==> config.mk <==
export PLATFORM = sky130hd
export DESIGN_NAME = ps2_scan_tracker
export DESIGN_NICKNAME = d
export VERILOG_FILES = /design/src/rtl/ps2_pkg.sv /design/src/rtl/ps2_scan_tracker.sv
export SDC_FILE = /design/constraint.sdc
export NUM_CORES = 1
export LEC_CHECK = 0
export ABC_AREA = 1
export ABC_CLOCK_PERIOD_IN_PS = 2900
export CELL_PAD_IN_SITES_DETAIL_PLACEMENT = 1
export CELL_PAD_IN_SITES_GLOBAL_PLACEMENT = 1
export CORE_UTILIZATION = 39
export CTS_CLUSTER_SIZE = 16
export DETAILED_ROUTE_END_ITERATION = 7
export MAX_ROUTING_LAYER = met4
export PLACE_DENSITY_LB_ADDON = 0.1
export SYNTH_ARGS = -nofsm -noshare
export SYNTH_HDL_FRONTEND = slang
export SYNTH_SLANG_ARGS = --single-unit
==> constraint.sdc <==
create_clock -name clk -period 2.9 [get_ports clk]
set_input_delay 0.725 -clock clk [delete_from_list [all_inputs] [get_ports clk]]
set_output_delay 0.725 -clock clk [all_outputs]
set_load 0.02 [all_outputs]
==> src/rtl/ps2_pkg.sv <==
// Shared PS/2 scan-code constants and the byte-consumer state encoding.
package ps2_pkg;

    localparam logic [7:0] PS2_EXT    = 8'hE0;
    localparam logic [7:0] PS2_BRK    = 8'hF0;
    localparam logic [7:0] PS2_ERR_LO = 8'h00;
    localparam logic [7:0] PS2_ERR_HI = 8'hFF;

    typedef enum logic [1:0] {
        IDLE,
        POP,
        WAIT
    } state_t;

endpackage

==> src/rtl/ps2_scan_tracker.sv <==
// Pops scan-code bytes from the PS/2 receiver FIFO, strips E0/F0 prefixes,
// tracks the held key, suppresses typematic repeats and counts presses.
module ps2_scan_tracker
    import ps2_pkg::*;
#(
    parameter int COUNT_W       = 8,
    parameter bit IGNORE_REPEAT = 1'b1
) (
    input  logic               clk,
    input  logic               clrn,
    input  logic [7:0]         in_data,
    input  logic               in_ready,
    output logic               nextdata_n,
    output logic [7:0]         key_code,
    output logic               key_ext,
    output logic               key_valid,
    output logic [COUNT_W-1:0] press_count,
    output logic               make_pulse,
    output logic               break_pulse
);

    state_t             state, state_nx;
    logic               ext_pend, ext_pend_nx;
    logic               brk_pend, brk_pend_nx;
    logic [7:0]         key_code_nx;
    logic               key_ext_nx;
    logic               key_valid_nx;
    logic [COUNT_W-1:0] press_count_nx;
    logic               make_nx;
    logic               break_nx;
    logic               same_key;

    // A byte matches the held key only if its extended flag matches too.
    assign same_key = key_valid && (key_code == in_data) && (key_ext == ext_pend);

    always_comb begin
        // NOTE: every output of this block gets a default first so no path leaves it unassigned (no latch).
        state_nx       = state;
        ext_pend_nx    = ext_pend;
        brk_pend_nx    = brk_pend;
        key_code_nx    = key_code;
        key_ext_nx     = key_ext;
        key_valid_nx   = key_valid;
        press_count_nx = press_count;
        make_nx        = 1'b0;
        break_nx       = 1'b0;

        case (state)
            IDLE: begin
                if (in_ready) begin
                    state_nx = POP;
                    if (in_data == PS2_EXT) begin
                        ext_pend_nx = 1'b1;
                    end else if (in_data == PS2_BRK) begin
                        brk_pend_nx = 1'b1;
                    end else if (in_data == PS2_ERR_LO || in_data == PS2_ERR_HI) begin
                        ext_pend_nx = 1'b0;
                        brk_pend_nx = 1'b0;
                    end else if (brk_pend) begin
                        // A break of a key other than the held one still strobes.
                        break_nx    = 1'b1;
                        ext_pend_nx = 1'b0;
                        brk_pend_nx = 1'b0;
                        if (same_key) begin
                            key_valid_nx = 1'b0;
                        end
                    end else begin
                        ext_pend_nx = 1'b0;
                        if (!(IGNORE_REPEAT && same_key)) begin
                            key_code_nx    = in_data;
                            key_ext_nx     = ext_pend;
                            key_valid_nx   = 1'b1;
                            press_count_nx = press_count + COUNT_W'(1);
                            make_nx        = 1'b1;
                        end
                    end
                end
            end
            POP:     state_nx = WAIT;
            WAIT:    state_nx = IDLE;
            default: state_nx = IDLE;
        endcase
    end

    // NOTE: sequential state uses non-blocking assignments so all registers update together at the edge.
    always_ff @(posedge clk or negedge clrn) begin
        // NOTE: every register here is cleared by the async reset; there is no memory array to leave unreset.
        if (!clrn) begin
            state       <= IDLE;
            ext_pend    <= 1'b0;
            brk_pend    <= 1'b0;
            key_code    <= 8'h00;
            key_ext     <= 1'b0;
            key_valid   <= 1'b0;
            press_count <= '0;
            make_pulse  <= 1'b0;
            break_pulse <= 1'b0;
        end else begin
            state       <= state_nx;
            ext_pend    <= ext_pend_nx;
            brk_pend    <= brk_pend_nx;
            key_code    <= key_code_nx;
            key_ext     <= key_ext_nx;
            key_valid   <= key_valid_nx;
            press_count <= press_count_nx;
            make_pulse  <= make_nx;
            break_pulse <= break_nx;
        end
    end

    // Pop is a pure decode of the state register, so it is low for POP only.
    assign nextdata_n = (state != POP);

endmodule
==> reports/summary.txt <==
Post-Syn Nets -> 209
r2r endpoint -> key_valid
number of global-route vias before repair -> 1474
Global Route Usage Sum -> 21.5%
Via Count -> 1357
Reg power frac -> 35.7%
initial cell density of the core -> 40.9%
unrepaired setup endpoints after global routing -> no
Ys Warns -> 0
CTS Hold Buffers Added -> 0
Post-Route WL -> 3800 µm
CP endpoint kind -> register
CP Class -> in2reg
Slew headroom -> 75.8%
Worst-Skew Late Latency -> 0.28 ns
skew final -> 0.00279 ns
initial antenna violation count -> 0
die area -> 0.00412 mm²
Pre-Repair DR Iteration Count -> 4
Row Count -> 22
htree depth -> 1
Tcrit/Tclk final -> 80.8%
Cell Pwr Density -> 806 mW/mm²
gpl congestion -> 0.858
Fin. Hold Viols -> 0
flop and latch count out of synthesis -> 24
min setup slack post-route -> 0.558 ns
layout cell share with drive strength beyond 1 -> 15.2%
Root Buffer Master -> clkbuf_8
dpl ws -> 0.228 ns
depth of the most critical reg-to-reg path -> 9
Worst VDD drop -> 427 µV
Port-buffer cells -> 31
Fmax -> 427 MHz
remaining global-route overflow -> 0
r2r setup slk -> 1.17 ns
Avg WL per Cell -> 13.7 µm
Clock Path Buffers -> 2
die width -> 64.2 µm
CP startpoint -> in_data[5]
Mean Syn Cell Area -> 7.71 µm²
Post-route DRC -> 0
Syn Inst Count -> 196
wire length of the first global-routing pass -> 6570 µm
drt via density -> 4.88
Final Net Count -> 244
Combinational Power Share -> 44.9%
TritonCTS buffer count -> 3
# setup viols final -> 0
ANT cells -> 0
Min-Delay Endpoint -> state[1]
internal cell power -> 932 µW
Hold Crit Depth -> 1
mapped cell area -> 0.00151 mm²
Hold Crit Class -> reg2reg
core area -> 0.00369 mm²
status -> completed
Final Max Tran Viols -> 0
setup TNS -> 0 ns
Leakage Power -> 0.989 nW
Initial DRC Count -> 48
CP max FO -> 5
Post-CTS Setup Repair Bufs -> 0
Req. time, crit path -> 3.07 ns
Fillers -> 473
Yosys cell types -> 29
Min Clock Period, post-route -> 2.34 ns
clock power share -> 19.4%
arrival time at the worst endpoint -> 2.51 ns
switching part of the total -> 40.2%
r2r startpoint -> key_code[3]
largest net degree at the start of global routing -> 25
Max Cap Viol -> 0
CTS tree -> done
die height -> 64.2 µm
post-CTS resize count -> 0
area grow syn2layout -> 28.1%
Psw -> 628 µW
post-DP HPWL -> 2840 µm
critical hold path startpoint -> state[1]
I/O pin total -> 32
clk sinks -> 24
sequential area share after synthesis -> 39.8%
Worst-path clk slew -> 0.09 ns
Worst-Margin Slew -> 0.360 ns
critical path startpoint category -> input port
DRT antenna net count -> 0
worst max-delay path, cell delays in order:
cell and delay (ns):
clkdlybuf4s50_1 0.50, inv_1 0.17, nand2_1 0.07, nand2_1 0.08, nand3b_1 0.08, nor2_1 0.12
nand4_1 0.12, ha_1 0.29, inv_1 0.07, nand3_1 0.07, o21ai_0 0.14, nand2_1 0.07
layout make-up:
| cell class | instances | area, µm² | share of cell area, % |
|---|---|---|---|
| flip-flops and latches | 24 | 601 | 31.0 |
| multi-input cells | 144 | 783 | 40.5 |
| clock inverters | 1 | 30.0 | 1.55 |
| repair buffers | 33 | 325 | 16.8 |
| clock buffers | 3 | 41.3 | 2.13 |
| inverters | 25 | 93.8 | 4.85 |
| well taps | 48 | 60.1 | 3.10 |
power groups by stage:
stage                     clock [mW]  sequential, mW  combinational (mW)
after floorplan                    0           0.653               0.315
after global placement             0           0.553               0.691
after detailed placement           0           0.563               0.708
after CTS                      0.310           0.557               0.713
after global routing           0.321           0.572               0.777
final                          0.303           0.556               0.701
through the flow:
step	util, %	total power [mW]	area (µm²)	std cells	hold slack [ns]
3_3_place_gp	50.5	1.24	1860	274	0.480
2_1_floorplan	-	0.968	1510	196	0.429
3_5_place_dp	50.5	1.27	1860	274	0.495
6_report	52.4	1.56	1930	278	0.503
5_1_grt	52.4	1.67	1930	278	0.543
4_1_cts	52.4	1.58	1930	278	0.508
worst max path at each step:
stage               slack (ns)         to  cells after the start
floorplan                 1.03  key_valid                     11
global placement          0.34  key_valid                     12
detailed placement        0.23  key_valid                     12
CTS                       0.51  key_valid                     12
global route              0.29  key_valid                     12
finish                    0.56  key_valid                     12
kinds of logic after synthesis:
family          share of synthesized area [%]
buf+inv                                  8.37
simple gates                             44.0
flops                                    39.8
compound gates                           2.73
fa+ha+maj                                1.66
xor+xnor                                 3.48
state kept, by name, indices dropped and copies added, names as in the netlist:
register     count
state            2
make_pulse       1
break_pulse      1
ext_pend         1
key_code         8
key_ext          1
press_count      8
brk_pend         1
key_valid        1
Yosys cell counts:
library cell / count / share of area (%)
o21ai_0: 2 / 0.66
nand3b_1: 1 / 0.50
nor3_4: 1 / 1.1
buf_12: 1 / 1.3
nor2_2: 2 / 0.83
buf_2: 1 / 0.33
nand4_1: 2 / 0.83
nand2_2: 14 / 5.8
o21ai_1: 1 / 0.33
ha_1: 2 / 1.7
nand2_1: 57 / 14
nand3_2: 1 / 0.66
xnor2_1: 3 / 1.7
inv_1: 22 / 5.5
dfrtp_1: 24 / 40
a21oi_1: 4 / 1.3
xor2_1: 3 / 1.7
o22ai_1: 1 / 0.41
nor2_8: 1 / 1.3
nor3b_4: 1 / 1.2
nor3b_1: 1 / 0.50
nor2_1: 17 / 4.2
buf_4: 1 / 0.50
nand2_4: 4 / 3.0
nor2_4: 1 / 0.75
nor3_1: 1 / 0.33
nand3_1: 23 / 7.6
nand3_4: 1 / 1.2
inv_2: 3 / 0.75
placed cells by master (no fill, tap or decap), types with 2 or more instances in the layout:
cell | Yosys | final
clkdlybuf4s50_1 | 0 | 31
nand2_4 | 4 | 4
inv_2 | 3 | 3
o21ai_0 | 2 | 2
xor2_1 | 3 | 3
nor2_1 | 17 | 17
nand4_1 | 2 | 2
nor2_2 | 2 | 2
xnor2_1 | 3 | 3
a21oi_1 | 4 | 4
inv_1 | 22 | 22
nand2_2 | 14 | 14
nand3_1 | 23 | 23
nand2_1 | 57 | 57
dfrtp_1 | 24 | 24
clkbuf_8 | 0 | 3
buf_4 | 1 | 2
ha_1 | 2 | 2
metal layers:
layer / GRT usage, % / vias up / wire length, µm
li1: - / 675 / -
met1: 24.2 / 655 / 1760
met2: 38.4 / 22 / 1910
met3: 3.21 / 5 / 76
met4: 7.50 / 0 / 60
met5: - / - / 0
(Power assumes the default switching activity.)
